[config.mk]
export PLATFORM = sky130hd
export DESIGN_NAME = down_timer_flat
export DESIGN_NICKNAME = d
export VERILOG_FILES = /design/src/rtl/timer_pkg.sv /design/src/rtl/down_timer_if.sv /design/src/rtl/down_timer.sv /design/src/flat_wrapper.sv
export SDC_FILE = /design/constraint.sdc
export NUM_CORES = 1
export LEC_CHECK = 0
export CAP_MARGIN = 20
export CORE_MARGIN = 2
export CORE_UTILIZATION = 42
export DETAILED_ROUTE_END_ITERATION = 12
export PLACE_DENSITY_LB_ADDON = 0.25
export SETUP_SLACK_MARGIN = 0.05
export SYNTH_ARGS = -nofsm -noshare
export SYNTH_HDL_FRONTEND = slang
export SYNTH_SLANG_ARGS = --single-unit
[constraint.sdc]
create_clock -name clk -period 1.5 [get_ports clk]
set_input_delay 0.375 -clock clk [delete_from_list [all_inputs] [get_ports clk]]
set_output_delay 0.375 -clock clk [all_outputs]
set_load 0.1 [all_outputs]
[src/rtl/timer_pkg.sv]
// Shared definitions for the loadable down timer.
// State encoding and default counter width.
package timer_pkg;

  localparam int TIMER_W = 4;

  typedef enum logic [1:0] {
    ST_IDLE = 2'd0,
    ST_RUN  = 2'd1,
    ST_DONE = 2'd2
  } state_e;

endpackage

[src/rtl/down_timer_if.sv]
// Control/status bundle of the down timer.
// The master drives commands, the slave reports status.
interface down_timer_if #(
  parameter int N = 4
);

  logic         start;
  logic         stop;
  logic         periodic;
  logic [N-1:0] load_val;
  logic         busy;
  logic [N-1:0] count;
  logic [N-1:0] elapsed;
  logic         done;
  logic         expired;

  modport master (
    output start, stop, periodic, load_val,
    input  busy, count, elapsed, done, expired
  );

  modport slave (
    input  start, stop, periodic, load_val,
    output busy, count, elapsed, done, expired
  );

endinterface

[src/rtl/down_timer.sv]
// Loadable down-counting timer, one-shot or periodic.
// FSM and datapath share one module.
module down_timer
  import timer_pkg::*;
#(
  parameter int N = TIMER_W
) (
  input  logic         clk,
  input  logic         rst,
  down_timer_if.slave  tif
);

  localparam logic [N-1:0] ONE = N'(1);

  state_e       state_q, state_d;
  logic [N-1:0] count_q, count_d;
  logic [N-1:0] elapsed_q, elapsed_d;
  logic [N-1:0] reload_q, reload_d;
  logic         mode_q, mode_d;
  logic         done_q, done_d;
  logic         expired_q, expired_d;

  // Next state: stop beats start, start beats expiry/decrement.
  always_comb begin
    state_d   = state_q;
    count_d   = count_q;
    elapsed_d = elapsed_q;
    reload_d  = reload_q;
    mode_d    = mode_q;
    done_d    = 1'b0;
    expired_d = expired_q;
    if (tif.stop) begin
      state_d   = ST_IDLE;
      expired_d = 1'b0;
    end else if (tif.start) begin
      state_d   = ST_RUN;
      reload_d  = tif.load_val;
      mode_d    = tif.periodic;
      count_d   = tif.load_val;
      elapsed_d = '0;
      expired_d = 1'b0;
    end else begin
      unique case (state_q)
        ST_RUN: begin
          if (count_q == '0) begin
            done_d = 1'b1;
            if (mode_q) begin
              count_d   = reload_q;
              elapsed_d = '0;
            end else begin
              state_d   = ST_DONE;
              expired_d = 1'b1;
            end
          end else begin
            count_d   = count_q - ONE;
            elapsed_d = elapsed_q + ONE;
          end
        end
        ST_IDLE, ST_DONE: ;
        default: state_d = ST_IDLE;
      endcase
    end
  end

  // State and datapath registers with synchronous active-low reset.
  always_ff @(posedge clk) begin
    if (!rst) begin
      state_q   <= ST_IDLE;
      count_q   <= '0;
      elapsed_q <= '0;
      reload_q  <= '0;
      mode_q    <= 1'b0;
      done_q    <= 1'b0;
      expired_q <= 1'b0;
    end else begin
      state_q   <= state_d;
      count_q   <= count_d;
      elapsed_q <= elapsed_d;
      reload_q  <= reload_d;
      mode_q    <= mode_d;
      done_q    <= done_d;
      expired_q <= expired_d;
    end
  end

  assign tif.busy    = (state_q == ST_RUN);
  assign tif.count   = count_q;
  assign tif.elapsed = elapsed_q;
  assign tif.done    = done_q;
  assign tif.expired = expired_q;

endmodule

[src/flat_wrapper.sv]
// flat-port wrapper written by rule: the top's interface ports become plain ports
module down_timer_flat import timer_pkg::*;
#(
  parameter int N = TIMER_W
)
  (clk, rst, tif_start, tif_stop, tif_periodic, tif_load_val, tif_busy, tif_count, tif_elapsed, tif_done, tif_expired);
  down_timer_if #(.N(N)) tif_i ();
  input  logic clk;
  input  logic rst;
  input wire logic [$bits(tif_i.start)-1:0] tif_start;
  input wire logic [$bits(tif_i.stop)-1:0] tif_stop;
  input wire logic [$bits(tif_i.periodic)-1:0] tif_periodic;
  input wire logic [$bits(tif_i.load_val)-1:0] tif_load_val;
  output wire logic [$bits(tif_i.busy)-1:0] tif_busy;
  output wire logic [$bits(tif_i.count)-1:0] tif_count;
  output wire logic [$bits(tif_i.elapsed)-1:0] tif_elapsed;
  output wire logic [$bits(tif_i.done)-1:0] tif_done;
  output wire logic [$bits(tif_i.expired)-1:0] tif_expired;
  assign tif_i.start = tif_start;
  assign tif_i.stop = tif_stop;
  assign tif_i.periodic = tif_periodic;
  assign tif_i.load_val = tif_load_val;
  assign tif_busy = tif_i.busy;
  assign tif_count = tif_i.count;
  assign tif_elapsed = tif_i.elapsed;
  assign tif_done = tif_i.done;
  assign tif_expired = tif_i.expired;
  down_timer #(.N(N)) u_core (.clk(clk), .rst(rst), .tif(tif_i));
endmodule
# After elaboration in Yosys (flattened, before gate mapping)
# Cells that the tools add are included.
# classes
n_reduce_logical	12
eq_ne	8
div_mod_pow	0
shift	0
add_sub_neg	2
multipliers	0
magnitude_cmp	0
n_mux	13
n_bitwise	5
# ops
cell	count
2-to-1 mux 4 bit	8
AND reduction 3 bit	4
!= test 3 x 2 -> 1 bit, second input constant	2
inverter 1 bit	5
adder 4 x 1 -> 4 bit, second input constant	1
logical NOT 4 bit	1
2-to-1 mux 2 bit	2
!= test 2 bit, second input constant	2
case mux 2 bit (2 select lines)	1
OR reduction 2 bit	2
OR reduction 4 bit	1
subtractor 4 x 1 -> 4 bit, second input constant	1
!= test 3 bit, second input constant	1
OR reduction 3 bit	1
== test 2 x 1 -> 1 bit, second input constant	1
== test 2 bit, second input constant	1
logical NOT 2 bit	1
2-to-1 mux 1 bit	2
!= test 2 x 1 -> 1 bit, second input constant	1
AND reduction 2 bit	1
nonzero test 2 bit	1
# totals
rom_bits	0
mem_count	0
elab_cells	48
ramBits	0
output_inout_bits	11
reg_bits	17
latch_bits	0

# Longest topological paths before layout
# Gate-level depths: netlist of run 1.
# logic_depth
word_depth	4
ltp_mapped	7
depth_no_buf	6

# Least setup slack after synthesis of run 1
# Ideal clock, no wire load.
# synth_timing
path_type	register to register
from	reg u_core.state_q[1]
to	reg u_core.elapsed_q[3] (netlist: u_core.tif.elapsed[3])
path_buffers	0
path_slack_ns	-1.127
setup_time_ns	0.116
stages_incl_launch_ff	5
t_required_ns	1.384
arrival_ns	2.510
cell_sequence	dfxtp_1 > nor2b_1 > a311o_2 > nor2_1 > a31o_2
# synth_between
elab_chain_cells	3
# synth_rtl
element	line_no	source
from (decl)	down_timer.sv:15	state_e state_q, state_d;
from (signal assigned)	down_timer.sv:76	state_q <= state_d;
== test 2 x 1 -> 1 bit	--	
net tif_busy	flat_wrapper.sv:14	output wire logic [$bits(tif_i.busy)-1:0] tif_busy;
nonzero test 2 bit (no line)	--	
AND reduction 3 bit (no line)	--	
to (signal assigned)	down_timer.sv:78	elapsed_q <= elapsed_d;
to (decl)	down_timer.sv:17	logic [N-1:0] elapsed_q, elapsed_d;
# The timed path passes the listed nets, and every way through them passes these cells.
# A chain may end at the register's enable or synchronous reset.

# Worst setup path in the final report of run 1
# layout_timing
from	reg u_core.count_q[0] (netlist: u_core.tif.count[0])
to	reg u_core.count_q[2] (netlist: u_core.tif.count[2])
# layout_between
elab_chain_cells	4
word_cells_on_any_way	7
# layout_rtl
element	line_no	source
from (decl)	down_timer.sv:16	logic [N-1:0] count_q, count_d;
from (signal assigned)	down_timer.sv:77	count_q <= count_d;
subtractor 4 x 1 -> 4 bit / logical NOT 4 bit (equally long branches)	down_timer.sv:55, down_timer.sv:45	
2-to-1 mux 4 bit	down_timer.sv:45	if (count_q == '0) begin
2-to-1 mux 4 bit	down_timer.sv:43	unique case (state_q)
2-to-1 mux 4 bit	down_timer.sv:35	end else if (tif.start) begin
# Several ways; a longest one is shown, not always the timed one. The select of a mux whose other input is x is not followed.

==> results.json, run 1 <==
{
  "status": "finished, violations left",
  "violations": "negative setup slack",
  "critPathMaxStageDelay_ps": 370,
  "clockRootBuffer": "clkbuf_4",
  "post-route-min-period_ps": 1590,
  "core_area_mm2": 0.00178,
  "io_pins": 20,
  "synth.most_common_cell": "dfxtp_1",
  "cts_tree": "done",
  "fin_skew_ps": 4.37,
  "fmax_ghz": 0.629,
  "num_vias": 885,
  "cts_buffer_depth": 2,
  "wl_per_cell_um": 16.1,
  "io_buffers": 19,
  "synth_top_cell_area_share_pct": 41.7,
  "cts-htree-levels": 1,
  "synth_cells": 94,
  "rsz0062_at_grt": "yes",
  "clock_power_share_pct": 20.8,
  "peakVddDrop_v": 0.000677,
  "dp_hpwl_um": 1740,
  "switching_share_pct": 35.4,
  "place_area_mm2": 0.00131,
  "pwr-share-comb_pct": 39.2,
  "report.final.hold_viol_count": 0,
  "yosysSeqAreaShare_pct": 41.7,
  "cp_max_fo": 7,
  "place_congestion": 0.865,
  "worstPathRequired_ps": 1720,
  "overflow": 0,
  "crit_chain": "inv_4, ha_4, nor4b_4, o41ai_4, buf_4, buf_4, nand2_4, o22ai_2",
  "drive_above_1_share_pct": 43.4,
  "setup_viol": 7,
  "crit_path_top_delay_cell": "dfxtp_4",
  "yosys.area_share.simple_pct": 23.4,
  "grt_pass1_vias": 880,
  "clk_latency_ps": 290,
  "synth_top_family_by_area": "compound AO/OA/AOI/OAI gates",
  "drc": 0,
  "finalCritPeriodShare_pct": 106,
  "drt_pass1_iterations": 4,
  "synth-xor-area-share_pct": 1.07,
  "path_class": "reg2reg",
  "ant_nets": 0,
  "async_reset_ff_share_pct": 0,
  "pwr-share-seq_pct": 40.0,
  "max_slew_margin_pct": 77.5,
  "yosys.area.top_type": "dfxtp_1",
  "p_int_uw": 804,
  "row_count": 15,
  "timing_worst_slew_pin_value_ps": 337,
  "grt_util_all_layers_pct": 24.1,
  "synth.area.top_cells": "dfxtp_1, nand2_1, a21oi_1",
  "diodes": 0,
  "rrSetupSlack_ps": -90,
  "ys_seq_elements": 17,
  "wl_um": 2710,
  "syn_nets": 105,
  "grt_max_degree": 10,
  "initial_core_util_pct": 45.8,
  "path_common_cell": "buf_4",
  "drt_iter0_markers": 10,
  "syn_area_um2": 817,
  "viasPerCell": 5.27,
  "cts_buffers": 3,
  "synth_compound_area_share_pct": 25.0,
  "worst_hold_path_type": "reg2reg",
  "synth_top_cells_by_count": "dfxtp_1, nand2_1, nor2_1",
  "grt_pass1_wl_um": 3770,
  "ctsHoldBuffers": 0,
  "layout_setup_ws_ps": -90.3,
  "syn_avg_cell_area_um2": 8.69,
  "synth_edf_count": 0,
  "design_area_mm2": 0.00147,
  "synthMuxAreaShare_pct": 1.23,
  "drv_cap": 0,
  "worst_setup_path_start_kind": "flip-flop",
  "yosys.cell_types.count": 30,
  "finalMaxSlewViolations": 0,
  "ys.flop_type": "dfxtp_1",
  "die-width_um": 48.1,
  "die-area_mm2": 0.00231,
  "clock-sinks": 17,
  "cp-end-kind": "flip-flop",
  "yosysWarnings": 0,
  "areaGrowthSynthToFinish_pct": 80.1,
  "fin_nets": 155,
  "power.switching_uw": 440,
  "antenna_found_initial": 0,
  "total_power_mw": 1.24,
  "synth_fa_ha_area_share_pct": 3.06,
  "leakagePower_nw": 0.611,
  "cp.arrival_ps": 1810,
  "clk_pin_slew_worst_paths_ps": 100,
  "powerDensity_mw_per_mm2": 845,
  "dieHeight_um": 48.1
}
critical path, delay by kind of cell, from the launching register on:
kind / cells / cell delay, ps
adders and majority gates: 1 / 150
and+or+nand+nor: 2 / 170
DFF: 1 / 370
AOI/OAI and AO/OA: 2 / 440
buffers and inverters: 3 / 380
cell type report:
cell class,count,area [µm²]
Multi-Input combinational cell,69,518
Inverter,7,31.3
Timing Repair Buffer,46,509
Clock buffer,4,26.3
Sequential cell,17,355
Fill cell,98,312
Tap cell,25,31.3
sequential cells by signal, indices dropped and copies added (netlist names):
name,flops
u_core.reload_q,4
u_core.tif.count,4
u_core.tif.expired,1
u_core.state_q,2
u_core.tif.done,1
u_core.tif.elapsed,4
u_core.mode_q,1
power by group through the flow:
stage          clock (mW)  sequential, mW  combinational (mW)
2_1_floorplan           0           0.597               0.147
3_3_place_gp            0           0.503               0.408
3_5_place_dp            0           0.505               0.416
4_1_cts             0.256           0.496               0.457
5_1_grt             0.279           0.501               0.512
6_report            0.259           0.497               0.488
cell usage in the layout, fill, tap and decap left out, drive strengths merged, types with 2 or more instances in the layout:
master	count
a2bb2oi	2
clkdlybuf4s50	7
nor2	9
a21oi	8
buf	38
nand2b	3
o21ai	4
nand2	15
inv	7
clkbuf	4
o211ai	3
a211oi	2
nor2b	4
ha	2
dfxtp	17
cells by family (layout without fill, tap and decap cells):
logic type | after synthesis | after routing
AND/OR/NAND/NOR | 38 | 38
AO/OA/AOI/OAI | 27 | 27
flip-flops | 17 | 17
buffers and inverters | 8 | 57
adder cells (fa/ha/maj) | 2 | 2
XOR/XNOR | 1 | 1
multiplexers | 1 | 1
per-layer routing:
| metal | vias to the layer above | global-route usage, % | part of all wire (%) |
|---|---|---|---|
| met5 | - | 0 | 0 |
| met4 | 0 | 9.19 | 1.3 |
| met3 | 6 | 2.59 | 3.0 |
| met2 | 27 | 45.1 | 55 |
| met1 | 421 | 28.0 | 40 |
| li1 | 431 | - | - |
per-stage QoR:
step	setup WS, ps	std cells	setup TNS (ps)	utilization [%]	hold WS (ps)
4_1_cts	-30.0	165	-49.7	79.3	473
3_3_place_gp	-339	155	-2720	73.7	448
6_report	-90.3	168	-293	82.5	476
2_1_floorplan	-284	94	-2230	-	437
3_5_place_dp	-383	155	-3310	73.7	458
5_1_grt	-164	168	-814	82.5	512
timing repair:
action                                  4_1_cts  5_1_grt
hold endpoints to repair                      0        0
endpoints found under the setup margin        8       11
pin swaps                                     5        4
buffers inserted                              6        3
gates resized for setup                       9        8
worst paths after layout:
kind / endpoint / depth (start not counted) / start
min reg2reg: u_core.reload_q[0] / 2 / u_core.reload_q[0]
max: u_core.tif.count[2] / 8 / u_core.tif.count[0]
max reg2reg: u_core.tif.count[2] / 8 / u_core.tif.count[0]
min: u_core.reload_q[0] / 2 / u_core.reload_q[0]
(Power assumes the default switching activity.)
==> run 2, diff against run 1 <==
Settings changed: CAP_MARGIN 20 to unset.
==> results of run 2 <==
Same layout as run 1: the final DEF is identical, and so are final timing and power.
